## src/rtl/ir_trace_pkg.sv

```systemverilog
// Shared state encoding, sizing constants and step-extraction helper for the IR trace matcher.
package ir_trace_pkg;

    localparam int SENSOR_IDX_W  = 4;
    localparam int MAX_TRACE_LEN = 4;

    typedef enum logic [1:0] {
        IDLE,
        ARMED,
        TRACKING,
        DONE
    } trace_state_e;

    // Step k occupies target bits [4k+3:4k].
    function automatic logic [SENSOR_IDX_W-1:0] get_step(
        input logic [SENSOR_IDX_W*MAX_TRACE_LEN-1:0] target,
        input logic [1:0]                            idx
    );
        return target[{idx, 2'b00} +: SENSOR_IDX_W];
    endfunction

endpackage

```

## src/rtl/ir_debounce.sv

```systemverilog
// 16-bit IR input debouncer with a single-hot hit encoder; a hit pulses one cycle after
// the stable value changes to a value with exactly one bit set.
module ir_debounce
    import ir_trace_pkg::*;
#(
    parameter int DEBOUNCE_CYCLES = 500000
) (
    input  logic                    clock,
    input  logic                    reset,
    input  logic [15:0]             ir_in,
    output logic                    hit_valid,
    output logic [SENSOR_IDX_W-1:0] hit_sensor
);

    localparam int CW = (DEBOUNCE_CYCLES > 1) ? $clog2(DEBOUNCE_CYCLES) : 1;

    logic [15:0]             sample_q;
    logic [15:0]             stable_q;
    logic [15:0]             stable_prev_q;
    logic [CW-1:0]           count_q;
    logic                    hit_valid_q;
    logic [SENSOR_IDX_W-1:0] hit_sensor_q;
    logic                    single_hot;
    logic [SENSOR_IDX_W-1:0] hot_idx;

    always_comb begin
        single_hot = (stable_q != 16'd0) && ((stable_q & (stable_q - 16'd1)) == 16'd0);
        hot_idx    = '0;
        for (int i = 0; i < 16; i++) begin
            if (stable_q[i]) begin
                hot_idx = SENSOR_IDX_W'(i);
            end
        end
    end

    // The counter saturates once the sample is accepted, so a held value is re-accepted harmlessly.
    always_ff @(posedge clock or posedge reset) begin
        if (reset) begin
            sample_q <= '0;
            stable_q <= '0;
            count_q  <= '0;
        end else begin
            sample_q <= ir_in;
            if (ir_in != sample_q) begin
                count_q <= '0;
            end else if (count_q == CW'(DEBOUNCE_CYCLES - 1)) begin
                stable_q <= sample_q;
            end else begin
                count_q <= count_q + CW'(1);
            end
        end
    end

    always_ff @(posedge clock or posedge reset) begin
        if (reset) begin
            stable_prev_q <= '0;
            hit_valid_q   <= 1'b0;
            hit_sensor_q  <= '0;
        end else begin
            stable_prev_q <= stable_q;
            hit_valid_q   <= (stable_q != stable_prev_q) && single_hot;
            if ((stable_q != stable_prev_q) && single_hot) begin
                hit_sensor_q <= hot_idx;
            end
        end
    end

    assign hit_valid  = hit_valid_q;
    assign hit_sensor = hit_sensor_q;

endmodule

```

## src/rtl/ir_trace_matcher.sv

```systemverilog
// IR trace matcher: follows a latched sequence of sensor hits with a per-step timeout.
// Optional IR_TRACE_MISS_COUNT_EN adds a saturating miss_count output.
module ir_trace_matcher
    import ir_trace_pkg::*;
#(
    parameter int DEBOUNCE_CYCLES = 500000,
    parameter int TIMEOUT_CYCLES  = 100000000,
    parameter int TRACE_LEN       = 4
) (
    input  logic                    clock,
    input  logic                    reset,
    input  logic                    enable,
    input  logic [15:0]             ir_in,
    input  logic [15:0]             trace_target,
    input  logic                    trace_load,
    output logic                    hit_valid,
    output logic [SENSOR_IDX_W-1:0] hit_sensor,
    output logic [2:0]              step_idx,
    output logic                    match_pulse,
    output logic                    miss_pulse,
    output logic                    busy
`ifdef IR_TRACE_MISS_COUNT_EN
    ,
    output logic [7:0]              miss_count
`endif
);

    localparam int TW = (TIMEOUT_CYCLES > 1) ? $clog2(TIMEOUT_CYCLES) : 1;

    trace_state_e   state_q, state_d;
    logic [2:0]     step_q, step_d;
    logic [TW-1:0]  timer_q, timer_d;
    logic [15:0]    target_q, target_d;
    logic           match_q, match_d;
    logic           miss_q, miss_d;
    logic           correct_hit;
    logic [2:0]     step_next;

    ir_debounce #(
        .DEBOUNCE_CYCLES(DEBOUNCE_CYCLES)
    ) u_debounce (
        .clock      (clock),
        .reset      (reset),
        .ir_in      (ir_in),
        .hit_valid  (hit_valid),
        .hit_sensor (hit_sensor)
    );

    always_ff @(posedge clock or posedge reset) begin
        if (reset) begin
            state_q  <= IDLE;
            step_q   <= '0;
            timer_q  <= '0;
            target_q <= '0;
            match_q  <= 1'b0;
            miss_q   <= 1'b0;
        end else begin
            state_q  <= state_d;
            step_q   <= step_d;
            timer_q  <= timer_d;
            target_q <= target_d;
            match_q  <= match_d;
            miss_q   <= miss_d;
        end
    end

    // ARMED is treated as "zero steps done", so one compare serves both ARMED and TRACKING.
    always_comb begin
        correct_hit = hit_valid && (hit_sensor == get_step(target_q, step_q[1:0]));
        step_next   = step_q + 3'd1;
        state_d     = state_q;
        step_d      = step_q;
        timer_d     = timer_q;
        target_d    = target_q;
        match_d     = 1'b0;
        miss_d      = 1'b0;

        if (!enable) begin
            state_d = IDLE;
            step_d  = '0;
            timer_d = '0;
        end else if (trace_load) begin
            target_d = trace_target;
            state_d  = ARMED;
            step_d   = '0;
            timer_d  = '0;
        end else begin
            case (state_q)
                ARMED, TRACKING: begin
                    if (correct_hit) begin
                        step_d  = step_next;
                        timer_d = '0;
                        if (step_next == 3'(TRACE_LEN)) begin
                            state_d = DONE;
                            match_d = 1'b1;
                        end else begin
                            state_d = TRACKING;
                        end
                    end else if (state_q == TRACKING) begin
                        if (hit_valid || (timer_q == TW'(TIMEOUT_CYCLES - 1))) begin
                            state_d = ARMED;
                            step_d  = '0;
                            timer_d = '0;
                            miss_d  = 1'b1;
                        end else begin
                            timer_d = timer_q + TW'(1);
                        end
                    end
                end
                DONE: begin
                    state_d = ARMED;
                    step_d  = '0;
                end
                default: ;
            endcase
        end
    end

`ifdef IR_TRACE_MISS_COUNT_EN
    logic [7:0] miss_count_q;

    always_ff @(posedge clock or posedge reset) begin
        if (reset) begin
            miss_count_q <= '0;
        end else if (trace_load) begin
            miss_count_q <= '0;
        end else if (miss_d && (miss_count_q != 8'hFF)) begin
            miss_count_q <= miss_count_q + 8'd1;
        end
    end

    assign miss_count = miss_count_q;
`endif

    assign step_idx    = step_q;
    assign match_pulse = match_q;
    assign miss_pulse  = miss_q;
    assign busy        = (state_q == TRACKING);

endmodule

```

## config.mk

```make
export PLATFORM = sky130hd
export DESIGN_NAME = ir_trace_matcher
export DESIGN_NICKNAME = d
export VERILOG_FILES = /design/src/rtl/ir_trace_pkg.sv /design/src/rtl/ir_debounce.sv /design/src/rtl/ir_trace_matcher.sv
export SDC_FILE = /design/constraint.sdc
export NUM_CORES = 1
export LEC_CHECK = 0
export ABC_AREA = 1
export CAP_MARGIN = 15
export CORE_ASPECT_RATIO = 1.5
export CORE_MARGIN = 8
export CORE_UTILIZATION = 55
export CTS_CLUSTER_DIAMETER = 150
export DETAILED_ROUTE_END_ITERATION = 6
export GPL_TIMING_DRIVEN = 0
export PLACE_DENSITY = 0.84
export SLEW_MARGIN = 20
export SYNTH_ARGS = -nofsm -noshare
export SYNTH_HDL_FRONTEND = slang
export SYNTH_SLANG_ARGS = --single-unit
export TNS_END_PERCENT = 50
```

## constraint.sdc

```tcl
create_clock -name clock -period 5.4 [get_ports clock]
set_input_delay 1.08 -clock clock [delete_from_list [all_inputs] [get_ports clock]]
set_output_delay 1.08 -clock clock [all_outputs]
set_load 0.005 [all_outputs]
```

; ---- Word-level counts from Yosys, hierarchy flattened
; Cells that the tools add are included.
[totals]
reg_bits = 122
in_bits = 36
out_inout_bits = 11
word_cells = 92
[classes]
n_addsub = 4
eq_ne = 15
n_shift = 1
mux = 47
bitwise = 2
reduce_logical = 11
[ops]
columns = operator, n
row1 = 27-bit two-way mux, 6
row2 = 19-bit two-way mux, 2
row3 = 4-bit two-way mux, 8
row4 = 16-bit inequality test, 2
row5 = 27-bit by 1-bit adder with 27-bit output (second input constant), 1
row6 = 27-bit == test (second input constant), 1
row7 = 3-bit two-way mux, 9
row8 = 19-bit by 1-bit adder with 19-bit output (second input constant), 1
row9 = 19-bit == test (second input constant), 1
row10 = 16-bit AND, 1
row11 = 16-bit logical NOT, 1
row12 = 16-bit nonzero test, 1
row13 = 16-bit by 5-bit variable part select with 4-bit output, 1
row14 = 16-bit by 1-bit subtractor with 16-bit output (second input constant), 1
row15 = 2-bit two-way mux, 7
row16 = 1-bit two-way mux, 13
row17 = 5-bit inequality test (second input constant), 2
row18 = 4-bit by 1-bit inequality test with 1-bit output (second input constant), 2
row19 = 3-bit case mux with 2 select lines, 1
row20 = 2-bit AND reduction, 3
row21 = 2-bit == test (second input constant), 2
row22 = 4-bit == test, 1
row23 = 2-bit case mux with 2 select lines, 1
row24 = 3-bit by 1-bit adder with 3-bit output (second input constant), 1
row25 = other kinds (9), 11

; ---- Logic depth before layout (Yosys ltp)
[depth]
ltp_word = 15
depth_mapped = 15

; ---- By module
; Synthesis repeated with hierarchy kept, for this count alone.
[hier_totals]
hier_cells = 855
area_unflattened_um2 = 6700.2
[by_module_without_submodules]
columns = module, n_inst, cells_per_inst, area_each_um2, seq_area_each_um2
row1 = ir_debounce, 1, 393, 3428.3, 1801.7
row2 = ir_trace_matcher, 1, 462, 3271.9, 1251.2

; ---- Worst setup path before layout
; OpenSTA, ideal clock, no wires.
[synth_timing]
kind = input port to flip-flop
from = in ir_in[9]
to = reg u_debounce.stable_q[11]
setup_time_ps = 126
arrival_time_ps = 2163
t_required_ps = 5274
slack_ps = 3111
path_stages = 9
path_buffers = 1
cell_sequence = xnor2_1 -> nand2_1 -> nor4_2 -> nand2_2 -> inv_2 -> nand3_2 -> buf_2 -> nand2_1 -> o21ai_0
[synth_between]
elab_chain_cells = 3
[synth_lines]
columns = item, line_no
row1 = start: declaration, ir_trace_matcher.sv:13  ; input logic [15:0] ir_in,
row2 = 16-bit inequality test, ir_debounce.sv:44  ; if (ir_in != sample_q) begin
row3 = 1-bit NOT (no line), n/a
row4 = 2-bit AND reduction (no line), n/a
row5 = end signal: assignment, ir_debounce.sv:47  ; stable_q <= sample_q;
row6 = end: declaration, ir_debounce.sv:18  ; logic [15:0] stable_q;
; Every way passes these cells.
; A chain may end at the register's enable or synchronous reset.

; ---- Worst setup path in the final report
[layout_timing]
from = in ir_in[8]
to = reg u_debounce.stable_q[11]
; Same word-level chain as after synthesis.

==> flow_summary.toml <==
[job]
maxCapViolations = 0

[clock_tree]
cts_repair_resize_count = 0
tritoncts = "built"
clkTransAtPathRegs_ns = 0.06
cts_hold_buf = 0
clk_latency_ns = 0.42
htree_levels = 4
cts_root_buf = "clkbuf_16"
post_cts_buffers = 0
cts_buffers = 17
clockBufferDepth = 2
clock-sinks = 122

[timing]
fin_crit_ns = 2.72
fmax_mhz = 368
worst_pin_slew_ns = 0.715
fin_hold_ws_ns = 0.379
skew_ns = 0.00999
final.period_utilization_pct = 50.3
setup_violations = 0
slew_viol_final = 0
rsz0062_at_grt = "no"
setup_tns_ns = 0
hold_viol = 0
fin_ws_ns = 2.68
slew_headroom_pct = 52.3

[cells_and_area]
final_common_cell = "nand2_1"
fin_cells = 1145
drive_gt1_share_pct = 12.4
num-nets-final = 1019
area_growth_pct = 18.0
final_cell_mix = "267 x nand2_1, 122 x dfrtp_1, 113 x inv_1"
antenna_cells = 0

[setup_path]
start_kind = "input pin"
startpoint = "ir_in[8]"
critPathCaptureType = "register"
required_ns = 5.68
rr_startpoint = "timer_q[0]$_DFFE_PP0P_"
reg2reg_to = "step_idx[1]$_DFFE_PP0P_"
crit_end = "u_debounce.stable_q[11]$_DFFE_PP0P_"
setup.worst_path.class = "input pin to register"
arrival_ns = 3.00
reg2reg_slack_ns = 3.23
worst_r2r_path_depth = 14
cp_max_fo = 10

[global_route]
grt_max_degree = 78
overflow = 0
grt_usage_pct = 21.5
antenna_found_initial = 0
grt_first_pass_wirelength_um = 28900
grt_pass1_vias = 6350

[synth]
async_flop_share_pct = 100
synth_largest_area_cell = "dfrtp_1"
synth_edf_count = 0
netlist_area_um2 = 6980
yosysTopAreaCellShare_pct = 43.8
synth_nets = 954
synth.avg_cell_area_um2 = 7.66
ys_seq_area_share_pct = 43.8
synth_flop_cell = "dfrtp_1"
synth.top_cells.by_area = "dfrtp_1 44%, nand2_1 14%, inv_1 6.1%"
ys_types = 44
yosysWarnings = 0
syn_inst = 911
yosys_register_bits = 122

[drt]
remaining_drc_errors = 0
ant_nets = 0
viasPerCell = 5.37
drtPass1Iterations = 7
drt-total-wl_um = 17200
wl_per_cell_um = 15.0
drt_iter0_markers = 385
num_vias = 6154

[die]
die_h_um = 154
rows = 50
die_area_um2 = 16600
core_um2 = 12400
io_pins = 47
die_w_um = 108
initial_core_util_pct = 56.0

[placement]
gp_congestion = 0.968
dpl.hpwl_um = 12400
place_ws_ns = 2.22
io_buffers = 45
dp_cells = 1113

[power]
ir_worst_vdd_mv = 0.197
p_leak_nw = 3.91
power_density_nw_per_um2 = 270

[run_status]
status = "finished clean"

[hold_path]
hold_class = "register to register"
==> cells in the mapped netlist, types with 2 or more instances <==
library cell  instances
o21a_1                2
nor4_1                7
nor2_4                2
inv_2                 4
nand3b_1              2
nor3b_1               2
inv_1               114
a31oi_1               2
nor2_1               90
dfrtp_1             122
clkbuf_1              4
nand3_1              67
nand3_2               3
o211a_1               2
o21ai_2              24
o21ai_1              17
o21ai_0              23
nor4_2                2
o31ai_1               2
or2_2                10
ha_1                  7
nor2_2                4
nand2_1             267
nand4_1              19
a211oi_1              2
a21oi_1              18
mux2_2               16
buf_6                 8
xor2_1               14
xnor2_1              15
buf_2                 7
nand2_2               4
nor3_1               18
==> cell type report <==
class | count | area (um2)
flip-flops and latches | 122 | 3050
fillers | 1024 | 4220
well taps | 156 | 195
repair buffers | 46 | 478
inverters | 120 | 457
clock inverters | 14 | 138
multi-input cells | 649 | 3330
plain buffers | 20 | 144
clock buffers | 18 | 439
==> metal layers <==
metal | vias up | part of all wire [%] | track usage [%]
met4 | 0 | 3.5 | 10.8
met1 | 2879 | 38 | 22.3
met5 | - | 0 | 0
met3 | 44 | 3.9 | 4.10
li1 | 3058 | - | -
met2 | 173 | 55 | 39.6
==> flip-flops by register name, summed over array words and instances (netlist names) <==
register                  cells
timer_q                      27
u_debounce.count_q           19
target_q                     16
u_debounce.sample_q          16
u_debounce.stable_prev_q     16
u_debounce.stable_q          16
u_debounce.hit_sensor         4
step_idx                      3
state_q                       2
match_pulse                   1
miss_pulse                    1
u_debounce.hit_valid          1
==> report_power, final <==
group	internal (W)	total (W)	switching [W]
Combinational	0.0000696	0.000158	0.0000883
Clock	0.000655	0.00111	0.000454
Sequential	0.000941	0.000957	0.0000161
==> stage by stage <==
stage	utilization, %	power [W]	area (um2)
after detailed placement	61.5	0.00113	7650
after CTS	66.1	0.00224	8230
after floorplan	-	0.00107	6980
final	66.1	0.00222	8230
after global placement	61.2	0.00112	7620
after global routing	66.1	0.00229	8230
==> worst min path at each step <==
stage                                   startpoint                                endpoint  slack (ns)  cells after the start
4_1_cts        u_debounce.stable_q[15]$_DFFE_PP0P_  u_debounce.stable_prev_q[15]$_DFF_PP0_        0.37                      0
3_3_place_gp   u_debounce.stable_q[15]$_DFFE_PP0P_  u_debounce.stable_prev_q[15]$_DFF_PP0_        0.36                      0
6_report       u_debounce.stable_q[15]$_DFFE_PP0P_  u_debounce.stable_prev_q[15]$_DFF_PP0_        0.38                      0
2_1_floorplan  u_debounce.stable_q[15]$_DFFE_PP0P_  u_debounce.stable_prev_q[15]$_DFF_PP0_        0.35                      0
3_5_place_dp   u_debounce.stable_q[15]$_DFFE_PP0P_  u_debounce.stable_prev_q[15]$_DFF_PP0_        0.36                      0
5_1_grt        u_debounce.stable_q[15]$_DFFE_PP0P_  u_debounce.stable_prev_q[15]$_DFF_PP0_        0.39                      0
==> critical path, cell delays in order <==
cell	delay [ns]
clkdlybuf4s50_1	0.49
xnor2_1	0.12
nand2_1	0.09
nor4_2	0.32
nand2_2	0.20
inv_2	0.10
nand3_2	0.15
buf_2	0.26
nand2_1	0.07
o21ai_0	0.10
==> cells by family (layout without fill, tap and decap cells) <==
group           after synthesis  count (layout)  share of synthesized area, %
mux                          16              16                          2.58
compound gates               94              94                          8.52
fa+ha+maj                     7               7                          1.26
simple gates                503             503                          31.7
flops                       122             122                          43.8
xor+xnor                     29              29                          3.64
buf+inv                     140             218                          8.54
Note: power is estimated with default switching activity, not from simulation.
==> patch: new RTL, same flow settings <==
The 4 states of `trace_state_e` get a one-hot encoding in 4 bits.
--- a/src/rtl/ir_trace_pkg.sv
+++ b/src/rtl/ir_trace_pkg.sv
@@ -4,11 +4,11 @@
     localparam int SENSOR_IDX_W  = 4;
     localparam int MAX_TRACE_LEN = 4;
 
-    typedef enum logic [1:0] {
-        IDLE,
-        ARMED,
-        TRACKING,
-        DONE
+    typedef enum logic [3:0] {
+        IDLE     = 4'b0001,
+        ARMED    = 4'b0010,
+        TRACKING = 4'b0100,
+        DONE     = 4'b1000
     } trace_state_e;
 
     // Step k occupies target bits [4k+3:4k].
Formal check against the unedited RTL: same outputs for any inputs over 10 cycles, from zero or initial values and one cycle with reset high; not proved beyond that.
==> patch against the original RTL <==
Wire length decreased by 4.7%; worst setup slack got worse by 0.14 ns; final area decreased by 0.71%; power increased by 2.3%; synthesized area decreased by 1.1%; highest routed layer unchanged; maximum frequency decreased by 4.8%; sequential cell count increased by 2.
==> patch: results (changes against the original RTL) <==
Setup path
  • Arrival time worst endpoint: 1.77 ns (-1.23 ns)
  • Endpoint of the worst-slack reg-to-reg timing path: timer_q[18]$_DFFE_PP0P_
  • Crit Path Max Fanout: 5 (-5)
  • Number of cells on the worst reg-to-reg path: 11 (-3)
  • Register-to-register setup slack: 3.16 ns (-0.07 ns)

Synth
  • List of most frequent post-synthesis cells: sky130_fd_sc_hd__nand2_1, sky130_fd_sc_hd__dfrtp_1, sky130_fd_sc_hd__nor2_1
  • Post-synthesis cell type count: 43 (-2.3%)
  • Post-Synthesis Net Count: 905 (-5.1%)
  • Sequential cell area fraction in the yosys report: 0.450 (+0.0123)

Outcome
  • Result of the run: completed

Route
  • First-pass DRT Iterations: 5 (-2)
  • Post-detailed-route wirelength per cell: 14.9 um (-0.73%)
  • Initial DRC count: 291 (-24%)

Timing
  • Skew final: 0.0105 ns (+0.000472 ns)
  • Relative slew slack: 0.579 (+0.0557)

Pwr
  • Worst voltage drop across the vdd grid: 212 uV (+7.5%)
  • Net switching fraction of the power: 0.237 (-0.0138)
  • Leakage power of the design: 0.00379 uW (-3.2%)

GRT
  • Largest net degree at the start of global routing: 65 (-17%)
  • Aggregate global-route resource usage: 0.207 (-0.00835)
  • Global-route wire length before repair: 27.6 mm (-4.5%)

Layout
  • Final net count: 970 (-4.8%)
  • Fill cell instance count of the final layout: 998 (-2.5%)

Min path
  • Hold path startpoint: u_debounce.stable_q[14]$_DFFE_PP0P_
  • Worst Hold Endpoint: u_debounce.stable_prev_q[14]$_DFF_PP0_

Placed design
  • Post-detail-place hpwl: 11.9 mm (-4.4%)
[patch: how the worst max path moves through the flow]
stage                                                endpoint                   start  cells past startpoint
after global placement     u_debounce.stable_q[1]$_DFFE_PP0P_                   reset                      2
after detailed placement  u_debounce.stable_q[14]$_DFFE_PP0P_                ir_in[0]                     11
after floorplan                         match_pulse$_DFF_PP0_                   reset                      1
after CTS                                                busy  state_q[1]$_DFFE_PP0P_                      4
after global routing                                     busy  state_q[1]$_DFFE_PP0P_                      4
final                                                    busy  state_q[1]$_DFFE_PP0P_                      4
[patch: area by class of cell]
type | count | share of cell area
Buffer | 23 | 0.0194
Timing Repair Buffer | 46 | 0.0585
Tap cell | 156 | 0.0239
Multi-Input combinational cell | 627 | 0.403
Inverter | 91 | 0.0424
Clock buffer | 19 | 0.0554
Sequential cell | 124 | 0.380
Clock inverter | 13 | 0.0173
[patch: kinds of logic after synthesis]
logic type	share of synthesized area
AND/OR/NAND/NOR	0.308
flip-flops	0.450
buffers and inverters	0.0725
AO/OA/AOI/OAI	0.0818
XOR/XNOR	0.0546
multiplexers	0.0261
adder cells (fa/ha/maj)	0.00725
[patch: through the flow]
step	hold slack [ns]	util	instances	instance area [um2]	worst slack, ns
floorplan	0.353	-	865	6900	1.02
global placement	0.356	0.609	1066	7550	-0.726
finish	0.377	0.660	1099	8170	2.55
detailed placement	0.360	0.612	1067	7580	2.31
CTS	0.376	0.660	1099	8170	2.53
global route	0.387	0.660	1099	8170	2.47
[patch: power groups by stage]
stage               clock network, uW  logic, uW  registers, uW
finish                           1140        162            977
floorplan                           0        106            988
detailed placement                  0        164            993
global placement                    0        156            992
CTS                              1150        165            977
global route                     1190        180            980
[patch: per-layer routing]
layer | part of all wire | global-route usage
met4 | 0.042 | 0.112
met5 | 0 | 0
met2 | 0.55 | 0.382
met3 | 0.037 | 0.0349
met1 | 0.38 | 0.214
